<file path="src/rtl/flag_bank_br_unit_pkg.sv">
// Shared definitions for the flag bank / branch unit: flag bit positions,
// default widths and the branch condition codes.
package flag_bank_br_unit_pkg;

    localparam int unsigned FR_FLAG_W = 4;
    localparam int unsigned FR_FUNC_W = 3;

    localparam int unsigned Z_FLAG = 0;
    localparam int unsigned N_FLAG = 1;
    localparam int unsigned V_FLAG = 2;
    localparam int unsigned C_FLAG = 3;

    typedef enum logic [FR_FUNC_W-1:0] {
        FR_BAL      = 3'd0,
        FR_BEQ      = 3'd1,
        FR_BNE      = 3'd2,
        FR_BLT      = 3'd3,
        FR_BGE      = 3'd4,
        FR_BLTU_BC  = 3'd5,
        FR_BGEU_BNC = 3'd6,
        FR_BVF      = 3'd7
    } br_func_e;

endpackage

</file>
<file path="src/rtl/flag_bank_br_unit_if.sv">
// Flag writeback, pending-mark and branch request/result bundle between the
// ALU side, the fetch/PC unit and the flag bank.
interface flag_bank_br_unit_if
    import flag_bank_br_unit_pkg::*;
#(
    parameter int unsigned FLAG_W = FR_FLAG_W,
    parameter int unsigned FUNC_W = FR_FUNC_W,
    parameter int unsigned NSETS  = 4,
    parameter int unsigned CNT_W  = 16
);
    localparam int unsigned SET_W = (NSETS > 1) ? $clog2(NSETS) : 1;

    logic              fl_we;
    logic [SET_W-1:0]  fl_wsel;
    logic [FLAG_W-1:0] fl_wdata;
    logic [FLAG_W-1:0] fl_wmask;
    logic              fl_pend_set;
    logic [SET_W-1:0]  fl_pend_sel;
    logic              br_valid;
    logic              br_ready;
    logic [FUNC_W-1:0] br_func;
    logic [SET_W-1:0]  br_sel;
    logic              res_valid;
    logic              br_taken;
    logic [CNT_W-1:0]  stall_cnt;

    modport master (
        output fl_we, fl_wsel, fl_wdata, fl_wmask, fl_pend_set, fl_pend_sel,
        output br_valid, br_func, br_sel,
        input  br_ready, res_valid, br_taken, stall_cnt
    );

    modport slave (
        input  fl_we, fl_wsel, fl_wdata, fl_wmask, fl_pend_set, fl_pend_sel,
        input  br_valid, br_func, br_sel,
        output br_ready, res_valid, br_taken, stall_cnt
    );

endinterface

</file>
<file path="src/rtl/flag_bank_br_unit_cond.sv">
// Combinational branch condition evaluator: flag set + function code -> taken.
module br_cond_eval
    import flag_bank_br_unit_pkg::*;
#(
    parameter int unsigned FLAG_W = FR_FLAG_W,
    parameter int unsigned FUNC_W = FR_FUNC_W
) (
    input  logic [FLAG_W-1:0] i_flags,
    input  logic [FUNC_W-1:0] i_func,
    output logic              o_cond
);
    logic w_z, w_n, w_v, w_c;

    assign w_z = i_flags[Z_FLAG];
    assign w_n = i_flags[N_FLAG];
    assign w_v = i_flags[V_FLAG];
    assign w_c = i_flags[C_FLAG];

    // Codes beyond the defined set (only reachable when FUNC_W is widened) are never taken.
    always_comb begin
        o_cond = 1'b0;
        case (i_func)
            FUNC_W'(FR_BAL):      o_cond = 1'b1;
            FUNC_W'(FR_BEQ):      o_cond = w_z;
            FUNC_W'(FR_BNE):      o_cond = !w_z;
            FUNC_W'(FR_BLT):      o_cond = (w_n != w_v);
            FUNC_W'(FR_BGE):      o_cond = (w_n == w_v);
            FUNC_W'(FR_BLTU_BC):  o_cond = w_c;
            FUNC_W'(FR_BGEU_BNC): o_cond = !w_c;
            FUNC_W'(FR_BVF):      o_cond = w_v;
            default:              o_cond = 1'b0;
        endcase
    end

endmodule

</file>
<file path="src/rtl/flag_bank_br_unit.sv">
// Banked Z/N/V/C flag register file with pending scoreboard, optional
// same-cycle write bypass, registered branch resolution and stall counter.
module flag_bank_br_unit
    import flag_bank_br_unit_pkg::*;
#(
    parameter int unsigned FLAG_W = FR_FLAG_W,
    parameter int unsigned FUNC_W = FR_FUNC_W,
    parameter int unsigned NSETS  = 4,
    parameter int unsigned BYPASS = 1,
    parameter int unsigned CNT_W  = 16
) (
    input  logic clock,
    input  logic rst,
    flag_bank_br_unit_if.slave fb
);
    localparam int unsigned SET_W = (NSETS > 1) ? $clog2(NSETS) : 1;
    localparam int unsigned NSLOT = 1 << SET_W;

    logic [FLAG_W-1:0] r_flags [NSLOT];
    logic [NSLOT-1:0]  r_pend;
    logic              r_res_valid;
    logic              r_br_taken;
    logic [CNT_W-1:0]  r_stall_cnt;

    logic [NSLOT-1:0]  w_pend_next;
    logic              w_wsel_ok;
    logic              w_psel_ok;
    logic              w_bypass;
    logic              w_ready;
    logic              w_accept;
    logic              w_cond;
    logic [FLAG_W-1:0] w_old;
    logic [FLAG_W-1:0] w_eff;

    function automatic logic sel_in_range(input logic [SET_W-1:0] sel);
        return 32'(sel) < NSETS;
    endfunction

    // Slots past NSETS are never written or marked, so they read as zero flags, never pending.
    assign w_wsel_ok = sel_in_range(fb.fl_wsel);
    assign w_psel_ok = sel_in_range(fb.fl_pend_sel);

    assign w_old    = r_flags[fb.br_sel];
    assign w_bypass = (BYPASS != 0) && fb.fl_we && w_wsel_ok && (fb.fl_wsel == fb.br_sel);
    assign w_eff    = w_bypass ? ((w_old & ~fb.fl_wmask) | (fb.fl_wdata & fb.fl_wmask)) : w_old;
    assign w_ready  = !r_pend[fb.br_sel] || w_bypass;
    assign w_accept = fb.br_valid && w_ready;

    br_cond_eval #(
        .FLAG_W (FLAG_W),
        .FUNC_W (FUNC_W)
    ) u_cond (
        .i_flags (w_eff),
        .i_func  (fb.br_func),
        .o_cond  (w_cond)
    );

    // A new producer mark beats a same-cycle writeback clear on the same set.
    always_comb begin
        w_pend_next = r_pend;
        if (fb.fl_we && w_wsel_ok) begin
            w_pend_next[fb.fl_wsel] = 1'b0;
        end
        if (fb.fl_pend_set && w_psel_ok) begin
            w_pend_next[fb.fl_pend_sel] = 1'b1;
        end
    end

    always_ff @(posedge clock) begin
        if (rst) begin
            for (int unsigned i = 0; i < NSLOT; i++) begin
                r_flags[i] <= '0;
            end
            r_pend      <= '0;
            r_res_valid <= 1'b0;
            r_br_taken  <= 1'b0;
            r_stall_cnt <= '0;
        end else begin
            if (fb.fl_we && w_wsel_ok) begin
                r_flags[fb.fl_wsel] <= (r_flags[fb.fl_wsel] & ~fb.fl_wmask) |
                                       (fb.fl_wdata & fb.fl_wmask);
            end
            r_pend      <= w_pend_next;
            r_res_valid <= w_accept;
            r_br_taken  <= w_accept && w_cond;
            if (fb.br_valid && !w_ready && (r_stall_cnt != '1)) begin
                r_stall_cnt <= r_stall_cnt + CNT_W'(1);
            end
        end
    end

    assign fb.br_ready  = w_ready;
    assign fb.res_valid = r_res_valid;
    assign fb.br_taken  = r_br_taken;
    assign fb.stall_cnt = r_stall_cnt;

endmodule
</file>
<file path="src/flat_wrapper.sv">
// flat-port wrapper written by rule: the top's interface ports become plain ports
module flag_bank_br_unit_flat import flag_bank_br_unit_pkg::*;
#(
    parameter int unsigned FLAG_W = FR_FLAG_W,
    parameter int unsigned FUNC_W = FR_FUNC_W,
    parameter int unsigned NSETS  = 4,
    parameter int unsigned BYPASS = 1,
    parameter int unsigned CNT_W  = 16
)
  (clock, rst, fb_fl_we, fb_fl_wsel, fb_fl_wdata, fb_fl_wmask, fb_fl_pend_set, fb_fl_pend_sel, fb_br_valid, fb_br_func, fb_br_sel, fb_br_ready, fb_res_valid, fb_br_taken, fb_stall_cnt);
  flag_bank_br_unit_if #(.FLAG_W(FLAG_W), .FUNC_W(FUNC_W), .NSETS(NSETS), .CNT_W(CNT_W)) fb_i ();
  input  logic clock;
  input  logic rst;
  input wire logic [$bits(fb_i.fl_we)-1:0] fb_fl_we;
  input wire logic [$bits(fb_i.fl_wsel)-1:0] fb_fl_wsel;
  input wire logic [$bits(fb_i.fl_wdata)-1:0] fb_fl_wdata;
  input wire logic [$bits(fb_i.fl_wmask)-1:0] fb_fl_wmask;
  input wire logic [$bits(fb_i.fl_pend_set)-1:0] fb_fl_pend_set;
  input wire logic [$bits(fb_i.fl_pend_sel)-1:0] fb_fl_pend_sel;
  input wire logic [$bits(fb_i.br_valid)-1:0] fb_br_valid;
  input wire logic [$bits(fb_i.br_func)-1:0] fb_br_func;
  input wire logic [$bits(fb_i.br_sel)-1:0] fb_br_sel;
  output wire logic [$bits(fb_i.br_ready)-1:0] fb_br_ready;
  output wire logic [$bits(fb_i.res_valid)-1:0] fb_res_valid;
  output wire logic [$bits(fb_i.br_taken)-1:0] fb_br_taken;
  output wire logic [$bits(fb_i.stall_cnt)-1:0] fb_stall_cnt;
  assign fb_i.fl_we = fb_fl_we;
  assign fb_i.fl_wsel = fb_fl_wsel;
  assign fb_i.fl_wdata = fb_fl_wdata;
  assign fb_i.fl_wmask = fb_fl_wmask;
  assign fb_i.fl_pend_set = fb_fl_pend_set;
  assign fb_i.fl_pend_sel = fb_fl_pend_sel;
  assign fb_i.br_valid = fb_br_valid;
  assign fb_i.br_func = fb_br_func;
  assign fb_i.br_sel = fb_br_sel;
  assign fb_br_ready = fb_i.br_ready;
  assign fb_res_valid = fb_i.res_valid;
  assign fb_br_taken = fb_i.br_taken;
  assign fb_stall_cnt = fb_i.stall_cnt;
  flag_bank_br_unit #(.FLAG_W(FLAG_W), .FUNC_W(FUNC_W), .NSETS(NSETS), .BYPASS(BYPASS), .CNT_W(CNT_W)) u_core (.clock(clock), .rst(rst), .fb(fb_i));
endmodule
</file>
<file path="config.mk">
export PLATFORM = sky130hd
export DESIGN_NAME = flag_bank_br_unit_flat
export DESIGN_NICKNAME = d
export VERILOG_FILES = /design/src/rtl/flag_bank_br_unit_pkg.sv /design/src/rtl/flag_bank_br_unit_if.sv /design/src/rtl/flag_bank_br_unit_cond.sv /design/src/rtl/flag_bank_br_unit.sv /design/src/flat_wrapper.sv
export SDC_FILE = /design/constraint.sdc
export NUM_CORES = 1
export LEC_CHECK = 0
export BUFFER_PORTS_ARGS = -buffer_cell sky130_fd_sc_hd__buf_2
export CAP_MARGIN = 30
export CORE_MARGIN = 1.5
export CORE_UTILIZATION = 45
export CTS_CLUSTER_DIAMETER = 30
export DETAILED_ROUTE_END_ITERATION = 16
export GPL_ROUTABILITY_DRIVEN = 0
export PLACE_DENSITY = 0.68
export REMOVE_ABC_BUFFERS = 1
export SLEW_MARGIN = 20
export SYNTH_ARGS = -nofsm -noshare
export SYNTH_HDL_FRONTEND = slang
export SYNTH_SLANG_ARGS = --single-unit
</file>
<file path="constraint.sdc">
create_clock -name clock -period 2.1 [get_ports clock]
set_input_delay 0 -clock clock [delete_from_list [all_inputs] [get_ports clock]]
set_output_delay 0 -clock clock [all_outputs]
set_load 0.03 [all_outputs]
</file>
## Yosys cells after proc, flatten, opt, wreduce, memory -nomap -nowiden

Memory sizes are Yosys's and may differ from the RTL's.
Index checks and enable logic that the tools add are counted.

- Flip-flop bits (word level): 22
- RAM bits: 16
- Memories: 1
- Input bits: 22
- Output and inout port bits: 19

- Bitwise operators: 9
- Reductions and logical operators: 14
- Equality and inequality tests: 11
- Order comparisons: 5
- Multiplexer cells: 18
- $add $sub $neg: 1

Memories:

| memory | depth | width | rd ports | clocked after memory_dff | write ports | RTL line | RTL |
|---|---|---|---|---|---|---|---|
| u_core.r_flags | 4 | 4 | 2 | 0 | 4 | flag_bank_br_unit.sv:19 | `logic [FLAG_W-1:0] r_flags [NSLOT];` |

Operators with widths:

| operator | number |
|---|---|
| adder 16 x 1 -> 16 bit, second input constant | 1 |
| AND 4 bit | 4 |
| two-way mux 4 bit | 4 |
| != test 16 bit, second input constant | 1 |
| equality test 3 bit, second input constant | 4 |
| OR 4 bit | 3 |
| less-than comparator 2 x 3 -> 1 bit, second input constant | 3 |
| two-way mux 1 bit | 9 |
| NOT 4 bit | 2 |
| one-hot mux 1 bit (8 select lines) | 1 |
| logical AND 1 bit | 7 |
| equality test 3 x 2 -> 1 bit, second input constant | 2 |
| demux 1 bit (select 2 bit) | 2 |
| >= comparator 2 x 1 -> 1 bit, second input constant | 2 |
| zero test 1 bit | 4 |
| OR reduction 4 bit | 1 |
| equality test 3 x 1 -> 1 bit, second input constant | 1 |
| zero test 3 bit | 1 |
| binary-select mux 1 bit (select 2 bit) | 1 |
| equality test 2 bit | 1 |
| two-way mux 2 bit | 1 |
| equality test 1 bit | 1 |
| logical OR 1 bit | 1 |
| != test 1 bit | 1 |

## Longest topological paths before layout

- Depth after elaboration: 9
- Depth in mapped cells: 8
- Mapped depth without buffers: 7

## Hierarchy

From an unflattened synthesis, not the netlist that was laid out.

- Cell total of the unflattened synthesis: 210
- Area, all modules: 2240.9 um^2

By module, submodules not included:

| module | cells each | area an instance (um^2) | instances | seq. area each (um^2) |
|---|---|---|---|---|
| flag_bank_br_unit | 199 | 2164.6 | 1 | 920.9 |
| br_cond_eval | 11 | 76.3 | 1 | 0.0 |

## Worst setup path after synthesis

Ideal clock, no wire load.

- Path type: flip-flop to flip-flop
- Start: register u_core.r_stall_cnt[0], in the netlist u_core.fb.stall_cnt[0]
- End: register u_core.r_stall_cnt[6], in the netlist u_core.fb.stall_cnt[6]
- Stages on the path, launching flop included: 9
- Period minus slack after synthesis: 2.086 ns
- Buffers on the path: 1
- Slack: 0.014 ns
- Data arrival time: 1.959 ns
- Data required time: 1.972 ns
- Path through: dfxtp_1 ha_1 nand2_1 or4_1 o211ai_1 buf_4 nor3_1 xnor2_1 nor2_1

- Longest elaborated chain between the ends: 2

Ends and longest elaborated chain:

| item | RTL line | RTL |
|---|---|---|
| start, declared | flag_bank_br_unit.sv:23 | `logic [CNT_W-1:0] r_stall_cnt;` |
| start signal, assigned | flag_bank_br_unit.sv:87 | `r_stall_cnt <= r_stall_cnt + CNT_W'(1);` |
| parallel branches: the longest is 2 deep, another holds adder 16 x 1 -> 16 bit | n/a |  |

Several ways; the timed one is not identified.
A chain may end at the register's enable or synchronous reset.

## Final worst setup path

- Start: register u_core.r_stall_cnt[10], in the netlist u_core.fb.stall_cnt[10]
- End: register u_core.r_stall_cnt[2], in the netlist u_core.fb.stall_cnt[2]

- Longest elaborated chain between the ends: 2

Ends and longest elaborated chain:

| item | RTL line | RTL |
|---|---|---|
| != test 16 bit | flag_bank_br_unit.sv:86 | `if (fb.br_valid && !w_ready && (r_stall_cnt != '1)) begin` |
| logical AND 1 bit | flag_bank_br_unit.sv:86 |  |

Every way passes these cells.

==> impl_metrics.csv <==
group,metric,value,unit
cts,clockRootBuffer,"clkbuf_8",
logic_synthesis,synth_warnings,0,
global_routing,antenna_found_initial,0,
logic_synthesis,syn-instance-count,198,
power,irDropWorstVdd,0.425,mV
layout,multi_input_area,1020,µm²
logic_synthesis,synthSimpleGateAreaFrac,17.6,%
die,rows,24,
timing,fin_crit,1.98,ns
layout,n_antenna_cell,0,
detailed_routing,met3WireLength,152,µm
worst_setup_path,cp_max_fo,5,
worst_setup_path,crit_type,"flip-flop to flip-flop",
timing,period_share,94.3,%
logic_synthesis,synth_seq_cells,38,
logic_synthesis,synth_seq_area_share,44.9,%
die,initial_core_util,46.8,%
global_routing,grt.total_usage,18.5,%
layout,regArea,926,µm²
power,internal_power,1.12,mW
global_routing,grt_pass1_vias,1527,
cts,clock-sinks,38,
worst_setup_path,critPathSlowestCell,"or4_4",
cts,clk_latency,0.30,ns
die,boundaryPins,41,
power,p_switching,393,µW
power,clkPwrFrac,33.1,%
global_routing,grt_max_degree,25,
die,die_w,70.5,µm
placed_design,post_dp_cell_area,2330,µm²
timing,finalSetupViolations,0,
detailed_routing,drc,0,
timing,maxSlewHeadroom,68.7,%
layout,area_delta_synth_final,19.7,%
power,p_comb_share,13.5,%
logic_synthesis,async_flop_share,0,%
cts,cts_buffers,5,
cts,cts_max_level,2,
power,swShare,26.0,%
die,die-area,4980,µm²
detailed_routing,drt.antenna.violating_nets,0,
worst_hold_path,hp-class,"input port to flip-flop",
worst_setup_path,cp.required,2.27,ns
layout,fillers,395,
cts,cts_tree,"yes",
status,outcome,"completed",
detailed_routing,wirelength_met1,2020,µm
detailed_routing,highest_layer,"met4",
placed_design,hpwl,3070,µm
timing,hold_viol,0,
logic_synthesis,synthXorXnorAreaFrac,6.76,%
timing,worst_pin_slew,0.469,ns
worst_setup_path,critPathLaunchType,"flip-flop",
detailed_routing,routed_wl,4230,µm
detailed_routing,viasPerCell,5.28,
cts,clk_pin_slew,0.08,ns
detailed_routing,drt_iter0_drc,66,
logic_synthesis,synth-adder-area-share,0.609,%
layout,drive_gt1_share,30.8,%
power,seq_power_share,53.4,%
layout,stdcell_area,2460,µm²
timing,setup_slack,0.120,ns
global_routing,grt_overflow,0,
worst_setup_path,crit_arrival,2.15,ns
logic_synthesis,ys_types,42,
flow_run,maxCapViolCount,0,
power,p_leak,1.03,nW
global_routing,grt_pass1_wl,7200,µm
logic_synthesis,synth_compound_area_share,6.76,%
logic_synthesis,synth-edff-count,16,
timing,skew,0.0110,ns
timing,maxSlewViolCount,0,
detailed_routing,dr.pass1.iters,4,
worst_setup_path,worst_path_most_repeated_cell,"nor2_1",
logic_synthesis,syn_area,2050,µm²
logic_synthesis,ys.flop_type,"dfxtp_1",
detailed_routing,met2WireLength,1960,µm
timing,tns,0,ns
placed_design,dp_slack,0.0757,ns
detailed_routing,wire_per_inst,14.0,µm
worst_setup_path,crit_path_end_kind,"flip-flop",
detailed_routing,vias,1594,
worst_setup_path,cp_cell_sequence,"nand4_1 > or4_4 > o211ai_1 > buf_4 > nor2_1 > xnor2_1 > nor2_1",
die,coreArea,4380,µm²
logic_synthesis,syn_avg_cell_area,10.4,µm²
logic_synthesis,synth_top_family_by_area,"multiplexers",
die,fp.dieH,70.5,µm
logic_synthesis,synthMuxAreaShare,17.7,%
timing,fmax,0.505,GHz
power,powerDensity,615,nW/µm²
cts,clock_path_buffers,2,
placed_design,portBuffers,40,
worst_setup_path,slowest_delay,0.58,ns
layout,final_nets,272,
[synth_stat cells (4+ instances only)]
master	n	area share, %
nor3_1	17	4.1
dfxtp_1	22	21
xnor2_1	11	4.7
clkbuf_1	4	0.73
inv_1	17	3.1
a21oi_1	4	0.98
nand3_1	4	0.98
mux2_2	4	2.2
mux4_1	7	9.0
edfxtp_1	16	23
nor2_1	26	4.8
nand2_1	16	2.9
mux2i_1	6	2.9
[worst max-delay path, delay by kind of cell (launching register included)]
| family | cells | cell delay (ns) |
|---|---|---|
| compound gates | 1 | 0.31 |
| xor+xnor | 1 | 0.13 |
| buf+inv | 1 | 0.21 |
| flops | 1 | 0.35 |
| simple gates | 4 | 0.85 |
[final timing paths]
kind / endpoint / from / slack (ns) / cells after the start
hold reg to reg: u_core.r_pend[0] / u_core.r_pend[0] / 0.45 / 2
setup / recovery: u_core.fb.stall_cnt[2] / u_core.fb.stall_cnt[10] / 0.12 / 7
setup reg to reg: u_core.fb.stall_cnt[2] / u_core.fb.stall_cnt[10] / 0.12 / 7
hold / removal: u_core.fb.br_taken / fb_br_func[2] / 0.003 / 3
[stage by stage]
stage	utilization [%]	power [mW]	hold WS, ns	instances
2_1_floorplan	-	0.944	0.0691	189
3_3_place_gp	53.2	1.02	0.223	290
3_5_place_dp	53.2	1.03	0.225	290
4_1_cts	55.6	1.52	0.00889	300
5_1_grt	56.1	1.57	0.0373	302
6_report	56.1	1.51	0.00340	302
[power groups by stage]
stage | sequential (mW) | clock (mW) | combinational [mW]
2_1_floorplan | 0.830 | 0 | 0.114
5_1_grt | 0.812 | 0.528 | 0.226
4_1_cts | 0.808 | 0.508 | 0.204
3_5_place_dp | 0.825 | 0 | 0.201
3_3_place_gp | 0.824 | 0 | 0.198
6_report | 0.808 | 0.500 | 0.205
[per-layer routing]
layer	global-route usage (%)	vias to the layer above
met5	0	-
met4	6.92	0
met3	4.42	8
met2	29.5	34
met1	24.7	750
li1	-	802
[cell usage in the layout, fill, tap and decap left out, types with 2 or more instances in the layout]
master	n
nor2_1	26
o21ai_0	3
nand4_1	3
mux2_2	4
buf_4	10
xor2_1	3
nand2_1	16
nand3_1	4
dfxtp_1	18
o22ai_1	2
inv_1	17
buf_2	41
a21oi_1	4
a22o_1	2
mux4_2	2
dfxtp_2	4
nor4_1	2
nor3_1	17
clkbuf_8	5
nand2b_1	2
mux2i_1	6
xnor2_1	11
or3_1	3
dlygate4sd3_1	2
mux2_4	2
edfxtp_1	16
mux4_1	7
[flip-flops by register name (all words and copies together) (netlist names)]
signal               cells
u_core.r_pend            4
u_core.fb.stall_cnt     16
u_core.r_flags          16
u_core.fb.res_valid      1
u_core.fb.br_taken       1
[cell families after synthesis]
| group | count (synthesis) |
|---|---|
| simple gates | 78 |
| flops | 38 |
| buf+inv | 26 |
| mux | 21 |
| compound gates | 19 |
| xor+xnor | 15 |
| fa+ha+maj | 1 |
[area by class of cell]
class / count / area share (%)
sequential: 38 / 37.7
clock inverter: 3 / 0.662
inverter: 17 / 2.60
multi-input combinational: 134 / 41.4
clock buffer: 5 / 2.80
tap: 52 / 2.65
timing repair buffer: 53 / 12.2
[timing repair]
| item | in CTS | in global routing |
|---|---|---|
| gates resized for setup | 0 | 6 |
| hold buffers | 2 | 0 |
| hold endpoints to repair | 4 | 0 |
| setup endpoints to repair | 0 | 10 |
| buffers inserted | 0 | 1 |
(Power assumes the default switching activity.)
